===== src/rtl/xof_byte_repack.sv =====
// rtl/xof_byte_repack.sv - 64-bit XOF lane to 48-bit Din gearbox feeding sample_u
module xof_byte_repack #(
    parameter int N_OUT = 256
) (
    input  logic        clk,
    input  logic        rst,
    input  logic        start,
    input  logic        u_mod,
    input  logic [63:0] in_data,
    input  logic        in_valid,
    output logic        in_ready,
    input  logic        out_en,
    output logic [47:0] Din,
    output logic        Din_flag,
    output logic        done
);
    localparam int WCW = $clog2(N_OUT + 1);

    typedef enum logic [1:0] {S_IDLE, S_RUN, S_DONE} state_t;

    state_t         r_state, w_state_nxt;
    logic [7:0]     r_buf [16];
    logic [7:0]     w_buf_nxt [16];
    logic [4:0]     r_fill, w_fill_nxt, w_k, w_base;
    logic           r_mode;
    logic [WCW-1:0] r_wcnt;
    logic [47:0]    r_din, w_din_pack;
    logic           r_din_flag, r_done;
    logic           w_accept, w_emit, w_last;

    assign in_ready = (r_state == S_RUN) && (r_fill <= 5'd8);
    assign w_k      = r_mode ? 5'd6 : 5'd2;
    assign w_accept = in_ready && in_valid && !start;
    assign w_emit   = (r_state == S_RUN) && (r_fill >= w_k) && out_en && !start;
    assign w_last   = (r_wcnt == WCW'(N_OUT - 1));

    assign Din      = r_din;
    assign Din_flag = r_din_flag;
    assign done     = r_done;

    always_ff @(posedge clk or posedge rst) begin
        if (rst) r_state <= S_IDLE;
        else     r_state <= w_state_nxt;
    end

    always_comb begin
        w_state_nxt = r_state;
        if (start) begin
            w_state_nxt = S_RUN;
        end else begin
            case (r_state)
                S_RUN:   if (w_emit && w_last) w_state_nxt = S_DONE;
                S_DONE:  w_state_nxt = S_IDLE;
                default: w_state_nxt = r_state;
            endcase
        end
    end

    // Pop K head bytes first, then append the new lane behind what remains.
    always_comb begin
        w_base     = r_fill - (w_emit ? w_k : 5'd0);
        w_fill_nxt = w_base + (w_accept ? 5'd8 : 5'd0);
        for (int i = 0; i < 16; i++) begin
            w_buf_nxt[i] = w_emit ? r_buf[4'(i + int'(w_k))] : r_buf[4'(i)];
        end
        if (w_accept) begin
            for (int j = 0; j < 8; j++) begin
                w_buf_nxt[4'(int'(w_base) + j)] = in_data[8*j +: 8];
            end
        end
    end

    always_comb begin
        if (r_mode) w_din_pack = {r_buf[0], r_buf[1], r_buf[2], r_buf[3], r_buf[4], r_buf[5]};
        else        w_din_pack = {32'h0, r_buf[0], r_buf[1]};
    end

    always_ff @(posedge clk) begin
        r_buf <= w_buf_nxt;
    end

    always_ff @(posedge clk or posedge rst) begin
        if (rst) begin
            r_fill     <= 5'd0;
            r_wcnt     <= '0;
            r_mode     <= 1'b0;
            r_din      <= 48'h0;
            r_din_flag <= 1'b0;
            r_done     <= 1'b0;
        end else begin
            r_done <= (r_state == S_DONE) && !start;
            if (start) begin
                r_fill     <= 5'd0;
                r_wcnt     <= '0;
                r_mode     <= u_mod;
                r_din      <= 48'h0;
                r_din_flag <= 1'b0;
            end else begin
                // Leftover bytes are dropped once the run leaves RUN.
                r_fill     <= (r_state == S_RUN) ? w_fill_nxt : 5'd0;
                r_din_flag <= w_emit;
                r_din      <= w_emit ? w_din_pack : 48'h0;
                if (w_emit) r_wcnt <= r_wcnt + 1'b1;
            end
        end
    end
endmodule


===== config.mk =====
export PLATFORM = sky130hd
export DESIGN_NAME = xof_byte_repack
export DESIGN_NICKNAME = d
export VERILOG_FILES = /design/src/rtl/xof_byte_repack.sv
export SDC_FILE = /design/constraint.sdc
export NUM_CORES = 1
export LEC_CHECK = 0
export ABC_CLOCK_PERIOD_IN_PS = 15100
export CORE_UTILIZATION = 55
export DETAILED_ROUTE_END_ITERATION = 12
export PLACE_DENSITY = 0.78
export SLEW_MARGIN = 25
export SYNTH_ARGS = -nofsm -noshare
export SYNTH_HDL_FRONTEND = slang
export SYNTH_SLANG_ARGS = --single-unit

===== constraint.sdc =====
create_clock -name clk -period 15.1 [get_ports clk]
set_input_delay 3.02 -clock clk [delete_from_list [all_inputs] [get_ports clk]]
set_output_delay 3.02 -clock clk [all_outputs]
set_load 0.02 [all_outputs]

# == After elaboration in Yosys (flattened, before gate mapping) ==
# Cells that the tools add are included.
# totals
elab_cells,233
ff_bits,195
out_inout_bits,51
# op_classes
reduce_logical,20
add_sub_neg,25
n_mux,103
bitwise,24
eq_ne,4
magnitude_cmp,34
# ops
operator,n
$bwmux 128,8
$bmux 8 s4,16
$mux 8,56
$demux 8 s4,8
$mux 48,3
$mux 128,1
$ge 4x5->1 const B,24
$not 4->4,23
$add 4x3->4 const A,8
$lt 4x1->1 const B,8
$mux 9,2
$add 3x3->4 const A,4
$add 4x3->4 const B,4
$logic_and 1x1->1,16
$mux 5,2
$add 9x1->9 const B,1
$eq 9x8->1 const B,1
$add 2x3->4 const A,2
$add 4x2->4 const B,2
$mux 3,2
$add 5x4->5,1
$ge 5x3->1,1
$le 5x4->1 const B,1
$sub 5x3->5,1
other kinds (14),15

# == Logic depth before layout (Yosys ltp) ==
# Gate-level depths: netlist (run 1).
# depth
depth_word,21
depth_mapped,20
ltp_nobuf,13

# == Least setup slack after synthesis (run 1) ==
# No wires, ideal clock.
# synth_path
kind,input-to-reg
startpoint,input start
endpoint,register r_buf[80] (netlist name)
n_path_buf,7
setup_ps,134
arrival_ps,6475
cell_stages,16
setup_slack_ps,8492
required_ps,14966
cell_sequence,clkbuf_1 > nor3b_1 > and3_1 > buf_2 > clkbuf_1 > ha_1 > inv_1 > clkbuf_1 > clkbuf_1 > ha_1 > clkbuf_1 > nor2b_1 > o31a_1 > nor3_2 > buf_2 > o22ai_1
# synth_lines
element,line,source
from (decl),7,"input logic start,"
to (signal assigned),79,r_buf <= w_buf_nxt;
to (decl),22,logic [7:0] r_buf [16];

==> results of run 1 <==
worst paths after layout:
path                       startpoint  slack, ps    endpoint  cells after the start
hold reg to reg              r_buf[2]        470   r_buf[18]                      1
min in group asynchronous         rst       3160     Din[33]                      3
max in group asynchronous         rst      11340      r_mode                      3
hold / removal               r_buf[2]        470   r_buf[18]                      1
setup reg to reg               r_mode       9110  r_buf[102]                     14
setup / recovery                start       7180  r_buf[102]                     12
cell usage after synthesis (21+ instances only):
cell | n | share of area
sky130_fd_sc_hd__o22ai_1 | 29 | 0.018
sky130_fd_sc_hd__mux2i_1 | 110 | 0.11
sky130_fd_sc_hd__mux2_2 | 128 | 0.14
sky130_fd_sc_hd__nand3b_1 | 28 | 0.021
sky130_fd_sc_hd__a221oi_1 | 56 | 0.049
sky130_fd_sc_hd__nor3b_1 | 21 | 0.016
sky130_fd_sc_hd__buf_2 | 27 | 0.013
sky130_fd_sc_hd__clkbuf_1 | 51 | 0.019
sky130_fd_sc_hd__dfxtp_1 | 128 | 0.26
sky130_fd_sc_hd__o32ai_1 | 35 | 0.031
sky130_fd_sc_hd__and2_1 | 50 | 0.031
sky130_fd_sc_hd__dfrtp_1 | 66 | 0.16
sky130_fd_sc_hd__nor3_1 | 31 | 0.015
sky130_fd_sc_hd__nor2_1 | 24 | 0.0090
worst max-delay path, cell delays in order:
cell and delay (ps):
sky130_fd_sc_hd__clkdlybuf4s50_1 710, sky130_fd_sc_hd__nor3b_1 450, sky130_fd_sc_hd__and3_4 260, sky130_fd_sc_hd__ha_2 180
sky130_fd_sc_hd__inv_1 60, sky130_fd_sc_hd__fa_2 510, sky130_fd_sc_hd__buf_4 560, sky130_fd_sc_hd__ha_1 700
sky130_fd_sc_hd__nor2b_1 300, sky130_fd_sc_hd__or3_4 390, sky130_fd_sc_hd__a21oi_2 780, sky130_fd_sc_hd__o32ai_1 220
per-layer routing:
| metal | wire length, um | track usage | vias up | share of wire |
|---|---|---|---|---|
| li1 | - | - | 3627 | - |
| met1 | 12400 | 0.447 | 3708 | 0.49 |
| met2 | 10000 | 0.364 | 376 | 0.40 |
| met3 | 2640 | 0.0630 | 27 | 0.10 |
| met4 | 279 | 0.0739 | 0 | 0.011 |
| met5 | 0 | 0 | - | 0 |
placed cells by master (no fill, tap or decap), types with 5 or more instances in the layout:
| cell type | instances |
|---|---|
| sky130_fd_sc_hd__inv_6 | 5 |
| sky130_fd_sc_hd__clkbuf_16 | 18 |
| sky130_fd_sc_hd__a211oi_1 | 5 |
| sky130_fd_sc_hd__mux2_2 | 128 |
| sky130_fd_sc_hd__nand3_1 | 18 |
| sky130_fd_sc_hd__clkdlybuf4s50_1 | 120 |
| sky130_fd_sc_hd__nor3b_1 | 21 |
| sky130_fd_sc_hd__nor3_1 | 31 |
| sky130_fd_sc_hd__mux2i_1 | 110 |
| sky130_fd_sc_hd__inv_1 | 12 |
| sky130_fd_sc_hd__nand2b_1 | 5 |
| sky130_fd_sc_hd__o22ai_1 | 29 |
| sky130_fd_sc_hd__ha_1 | 7 |
| sky130_fd_sc_hd__nand3b_1 | 28 |
| sky130_fd_sc_hd__nor2_1 | 22 |
| sky130_fd_sc_hd__o32ai_1 | 35 |
| sky130_fd_sc_hd__a221oi_1 | 56 |
| sky130_fd_sc_hd__or3b_2 | 15 |
| sky130_fd_sc_hd__buf_4 | 12 |
| sky130_fd_sc_hd__and2_1 | 50 |
| sky130_fd_sc_hd__nand2_1 | 11 |
| sky130_fd_sc_hd__dfrtp_1 | 65 |
| sky130_fd_sc_hd__nor2b_1 | 6 |
| sky130_fd_sc_hd__dfxtp_1 | 128 |
logic make-up (layout without fill, tap and decap cells):
| group | Yosys count | after routing | share of synthesized area |
|---|---|---|---|
| AND/OR/NAND/NOR | 230 | 230 | 0.142 |
| multiplexers | 238 | 238 | 0.254 |
| XOR/XNOR | 10 | 10 | 0.0124 |
| adder cells (fa/ha/maj) | 9 | 9 | 0.0120 |
| AO/OA/AOI/OAI | 146 | 146 | 0.119 |
| buffers and inverters | 96 | 178 | 0.0401 |
| flip-flops | 194 | 194 | 0.421 |
report_power, final:
group          total, mW  leakage (nW)  internal, mW  switching (mW)
Combinational       1.36          2.21         0.596           0.761
Clock              0.485         0.313         0.277           0.208
Sequential         0.848          1.98         0.707           0.141
area by class of cell:
class                           instances  area, um^2  share of cell area
Clock buffer                           18         450              0.0378
Clock inverter                         14         189              0.0158
Inverter                               13        48.8             0.00409
Multi-Input combinational cell        633        5440               0.456
Sequential cell                       194        4220               0.354
Tap cell                              225         282              0.0236
Timing Repair Buffer                  133        1300               0.109
stage by stage:
stage	hold WS, ps	instance area (um^2)	setup WS [ps]	total power [mW]
floorplan	452	10000	8490	1.82
global placement	458	11300	6760	2.13
detailed placement	463	11300	6620	2.16
CTS	475	11900	7030	2.66
global route	487	11900	6930	2.84
finish	469	11900	7180	2.69
sequential cells by signal, summed over array words and instances, names as in the netlist:
signal,count
r_buf,128
Din,48
r_wcnt,9
r_fill,4
r_state,2
Din_flag,1
done,1
r_mode,1
==> flow_summary.toml, run 1 <==
[drt]
drt_iter0_markers = 797
drt-total-wl_um = 25400
firstDrtPassIters = 5
route.vias.total = 7738
route.detailed.vias_per_inst = 6.29
antenna_violating_nets_post_route = 0
route.detailed.drc = 0
detail_route.wl_per_cell_um = 20.6

[die]
floorplan.initialDensity = 0.571
floorplan.die_area_um2 = 18800
die_width_um = 137
coreArea_um2 = 17500
row_cnt = 48
chipHeight_um = 137
io_pins = 121

[clocking]
post_cts.repair.setup_buffers = 0
cts_tree = "yes"
postCtsHoldBufs = 0
cts.root.buffer_cell = "sky130_fd_sc_hd__clkbuf_16"
clkSinkCount = 194
clk-insertion-delay-late_ps = 440
cts_htree_levels = 4
cts-buffers-inserted = 17
number_of_buffers_between_clock_root_and_the_deepest_sink = 2
post_cts_resized = 0
clk_pin_slew_ps = 70

[job]
max_cap_viol_count = 0

[grt]
grt_pass1_wl_um = 39400
grtUsageTotal = 0.279
vias_in_the_first_global_route = 6948
largest_net_degree_at_the_start_of_global_routing = 104
antenna_found_initial = 0
grt.overflow.total = 0

[layout]
layout-area-overhead-vs-synth_pct = 19.1
antenna_cells_inserted = 0
finalNetCount = 1071
post-route-util = 0.680
count_of_non_filler_cells_in_the_finished_layout = 1230
layout.filler_cells = 1334
drive_gt1_frac = 0.205

[timing]
fin_tns_setup_ps = 0
final_hold_viol_count = 0
setup_viol_count_final = 0
rsz0062_at_grt = "no"
worst_pin_slew_ps = 1100
maxSlewHeadroom = 0.262
period_needed_ps = 7920
final.period_utilization = 0.524
fin_worst_skew_ps = 13.7
final-max-slew-violation-count = 0
max_clock_freq_mhz = 126

[placement]
number_of_cells_after_detailed_placement = 1197
buffer_ports.inserted = 120
place_congestion = 0.921
dpl.hpwl_um = 17100

[critical_path]
required_ps = 15360
critical_path_arrival_ps = 8180
cp-end-kind = "register"
crit_fanout = 78
critPathLaunchType = "primary input"
critical_path_class = "in -> reg"

[synthesis]
yosysWarningCount = 0
yosysSeqAreaShare = 0.421
syn-mean-instance-area_um2 = 10.9
synth-seq-cells = 194
postSynthCellCount = 923
synth_top_flop_cell = "sky130_fd_sc_hd__dfxtp_1"
synth_nets = 1002
post_synth_edffs = 0
async_reset_ff_frac = 0.340
mappedNetlistArea_um2 = 10000
synth.lib_cells_used.distinct = 52

[power]
ir_worst_vdd_v = 0.000182
p_leak_nw = 4.50
cellPowerDensity_nw_per_um2 = 226

[min_path]
hold_path_class = "reg -> reg"

[outcome]
outcome = "finished, final reports clean"
Note: power is estimated with default switching activity, not from simulation.
==> run 2: changes to the inputs <==
Settings changed: ABC_CLOCK_PERIOD_IN_PS 15100 to 8000.
Clock period 15.1 ns to 8 ns, I/O delays scaled along.
==> run 2 against run 1 <==
  * Via count increased by 1.1%
  * Cell area decreased by 0.56%
  * Power increased by 85%
  * Largest cell class unchanged
  * Combinational power increased by 89%
  * Global-route usage decreased by 0.34 points
  * Clock power increased by 67%
  * Non-clock buffer count unchanged
  * Wire length decreased by 0.21%
  * Highest routed layer unchanged
  * Clock skew about the same
==> flow_summary.toml, run 2 (synthesized netlist as in run 1, its figures left out) <==
[die]
row_cnt = 48
coreArea_um2 = 17500
chipHeight_um = 137
die_width_um = 137
io_pins = 121
floorplan.initialDensity = 0.571
floorplan.die_area_um2 = 18800

[layout]
multi_input_area_um2 = 5450
post-route-util = 0.676
largest_register_ffs = 128
finalNetCount = 1071
regMostFlops = "r_buf"
antenna_cells_inserted = 0
register_area_um2 = 4220
layout.filler_cells = 1366
drive_gt1_frac = 0.205
layout-area-overhead-vs-synth_pct = 18.5
layout.cells.most_common_list = "128 x sky130_fd_sc_hd__mux2_2, 128 x sky130_fd_sc_hd__dfxtp_1, 120 x sky130_fd_sc_hd__clkdlybuf4s50_1"

[drt]
route.detailed.vias_per_inst = 6.36
firstDrtPassIters = 8
antenna_violating_nets_post_route = 0
drt-total-wl_um = 25300
detail_route.wl_per_cell_um = 20.6
drt_iter0_markers = 766
route.detailed.drc = 0
route.vias.total = 7824

[clocking]
clk_pin_slew_ps = 70
cts_tree = "yes"
postCtsHoldBufs = 0
post_cts_resized = 0
cts.root.buffer_cell = "sky130_fd_sc_hd__clkbuf_16"
number_of_buffers_between_clock_root_and_the_deepest_sink = 2
cts_htree_levels = 4
clkSinkCount = 194
cts-buffers-inserted = 17
clk-insertion-delay-late_ps = 440
post_cts.repair.setup_buffers = 0

[timing]
rsz0062_at_grt = "no"
final-max-slew-violation-count = 0
maxSlewHeadroom = 0.257
period_needed_ps = 6670
final_hold_viol_count = 0
fin_tns_setup_ps = 0
setup_viol_count_final = 0
worst_pin_slew_ps = 1110
setup_slack_ps = 1330
max_clock_freq_mhz = 150
final.period_utilization = 0.833
fin_worst_skew_ps = 13.6

[power]
p_leak_nw = 4.45
cellPowerDensity_nw_per_um2 = 420
ir_worst_vdd_v = 0.000253

[min_path]
hold_path_class = "reg -> reg"
hp-start = "r_buf[33]"

[critical_path]
critical_path_class = "in -> reg"
required_ps = 8270
critical_path_arrival_ps = 6940
critical_path.cell_chain = "clkdlybuf4s50_1, buf_4, nor3b_1, and3_4, ha_2, inv_1, fa_2, buf_4, inv_1, ha_1, xor3_1, nor2_2, a221oi_1, o32ai_1"
crit_path_start = "start"
critPathSlowestCell = "sky130_fd_sc_hd__xor3_1"
crit-reg2reg-launch = "r_mode"
critical-path-max-stage-delay_ps = 940
crit_fanout = 77
cp-end-kind = "register"
critPathLaunchType = "primary input"

[outcome]
outcome = "finished, final reports clean"

[grt]
vias_in_the_first_global_route = 6911
largest_net_degree_at_the_start_of_global_routing = 104
antenna_found_initial = 0
grt_pass1_wl_um = 39200
grt.overflow.total = 0
grtUsageTotal = 0.275

[placement]
place_ws_ps = 1000
buffer_ports.inserted = 120
dpl.hpwl_um = 17200
place_congestion = 0.877

[job]
max_cap_viol_count = 0
[run 2: changes by cell type in the layout (fill, tap and decap cells not counted), sizes merged]
cell / before / now
clkinvlp: 1 / 4
clkinv: 2 / 4
inv: 21 / 17
bufinv: 3 / 0
clkbuf: 18 / 20
[run 2: layout make-up]
type / instances / share of cell area
multi-input combinational: 633 / 0.459
sequential: 194 / 0.356
timing repair buffer: 133 / 0.110
clock buffer: 20 / 0.0394
tap: 225 / 0.0237
clock inverter: 12 / 0.00812
inverter: 13 / 0.00411
[run 2: power by group]
group          switching (mW)  leakage, nW  internal, mW  total [mW]
registers               0.269         1.98          1.33        1.60
logic                    1.45         2.21          1.12        2.57
clock network           0.380        0.265         0.429       0.809
total                    2.10         4.45          2.88        4.98
[run 2: stage by stage]
step	area [um^2]	total power, mW	instances	hold WS, ps
floorplan	10000	3.43	923	452
global placement	11300	4.01	1197	457
detailed placement	11300	4.09	1197	462
CTS	11800	4.90	1229	476
global route	11900	5.23	1230	477
finish	11900	4.98	1230	474
[run 2: worst paths after layout]
kind | endpoint | slack (ps) | depth (start not counted)
worst max-delay path | r_buf[102] | 1330 | 14
worst min-delay path | r_buf[49] | 470 | 1
worst max register to register | r_buf[102] | 1950 | 14
worst min register to register | r_buf[49] | 470 | 1
max in group asynchronous | r_mode | 5640 | 3
min in group asynchronous | Din[29] | 1740 | 3
[run 2: critical path, delay by kind of cell]
family                     cells  cell delay [ps]
and+or+nand+nor                3             1260
adders and majority gates      3             1070
buffers and inverters          5             1410
xor gates and xnor gates       1              940
AOI/OAI and AO/OA              2              630
[run 2: routing by layer]
| metal | vias to the layer above | track usage | part of all wire |
|---|---|---|---|
| met1 | 3715 | 0.447 | 0.49 |
| li1 | 3628 | - | - |
| met3 | 41 | 0.0681 | 0.10 |
| met4 | 0 | 0.0702 | 0.013 |
| met5 | - | 0 | 0 |
| met2 | 440 | 0.350 | 0.39 |
==> edit: new RTL, flow settings as in run 2 <==
One comparison of `r_wcnt` changes from == to >=.
--- a/src/rtl/xof_byte_repack.sv
+++ b/src/rtl/xof_byte_repack.sv
@@ -34,3 +34,3 @@
     assign w_emit   = (r_state == S_RUN) && (r_fill >= w_k) && out_en && !start;
-    assign w_last   = (r_wcnt == WCW'(N_OUT - 1));
+    assign w_last   = (r_wcnt >= WCW'(N_OUT - 1));
 
Behaviour: same outputs for any inputs over 4 cycles, from zero or initial values and one cycle with rst high; that may be too few to reach the edited logic, so the function may still have changed.
==> edit against run 2 <==
Design area up 1.5%. Sequential cell count unchanged. Sequential power up 6%. Die area up 1.5%. Register-to-register slack better by 0.74 ns. Worst setup slack better by 0.46 ns. Clock power up 6.8%. Fmax up 7.5%. Total power up 12%. Largest cell class unchanged. Highest routed layer unchanged. Routed wire length up 39%. Hold slack better by 0.0095 ns. First-iteration DRC count up 76%. Count of clock-buffer cells in the layout down 3. Synthesized area up 1.5%.
==> edit: results <==
{
  "worst_ir_drop_vdd_uv": 441,
  "worstHoldStart": "r_buf[1]$_DFF_P_",
  "grt.met1_usage": 0.554,
  "fin_skew_ns": 0.0170,
  "critPathMaxStageDelay_ns": 0.64,
  "synthTopCellsByArea": "dfxtp_1 25%, dfrtp_1 16%, mux2i_1 8.0%, mux2_2 7.1%, nor2_1 3.7%",
  "grt_start_max_net_pins": 84,
  "synthesis.instances": 1110,
  "synth_nets": 1189,
  "drt_iter0_drc": 1350,
  "r2r_end": "r_buf[126]$_DFF_P_",
  "yosysSeqAreaShare": 0.415,
  "crit_end": "r_buf[126]$_DFF_P_",
  "status": "complete, no violations",
  "fin_cells": 1422,
  "synthDistinctLibCells": 71,
  "drive_gt1_frac": 0.109,
  "drt_first_pass_iters": 6,
  "grt_pass1_wl_um": 52100,
  "r2r_start": "r_fill[2]$_DFF_PP0_",
  "synth_commonest_cells": "128 x dfxtp_1, 99 x nor2_1, 81 x mux2i_1",
  "p_leak_nw": 5.03,
  "relSlewSlack": 0.265,
  "viasPerCell": 6.75,
  "grt_pass1_vias": 8528,
  "hold_ws_ns": 0.484,
  "r2r_slack_ns": 2.69,
  "nets": 1259,
  "hpwl_um": 24600
}
edit: cell count changes in the layout (fill, tap and decap cells not counted), moves of 28 or more:
cell,change
and3_1,+53
o21ai_0,+61
o31ai_1,+28
and2_1,-47
mux2i_1,-29
o32ai_1,-35
nor2_1,+78
nand2_1,+48
mux2_2,-64
a21oi_1,+64
edit: stage by stage:
stage          worst slack (ns)  area (µm²)
4_1_cts                    1.78       12000
3_3_place_gp               1.35       11400
2_1_floorplan              2.55       10200
5_1_grt                    1.65       12000
6_report                   1.80       12000
3_5_place_dp               1.35       11400
edit: area by class of cell:
cell class / count / area [µm²]
clock buffers: 17 / 425
inverters: 12 / 45.0
well taps: 229 / 287
fillers: 1477 / 5980
repair buffers: 137 / 1330
flip-flops and latches: 194 / 4220
multi-input cells: 818 / 5550
clock inverters: 15 / 183
edit: power breakdown:
group | total [mW] | internal (mW) | switching, mW
Clock | 0.864 | 0.426 | 0.438
Combinational | 3.02 | 1.08 | 1.93
Sequential | 1.69 | 1.35 | 0.338
edit: metal layers:
| layer | up-vias | routed length, µm |
|---|---|---|
| met3 | 75 | 4330 |
| met1 | 4560 | 15800 |
| met4 | 0 | 856 |
| met5 | - | 0 |
| met2 | 669 | 14200 |
| li1 | 4294 | - |
edit: cells by family after synthesis:
kind of cell	share of synthesized area
AOI/OAI and AO/OA	0.212
and+or+nand+nor	0.156
adders and majority gates	0.0118
DFF	0.415
xor gates and xnor gates	0.0153
buffers and inverters	0.0394
muxes	0.151
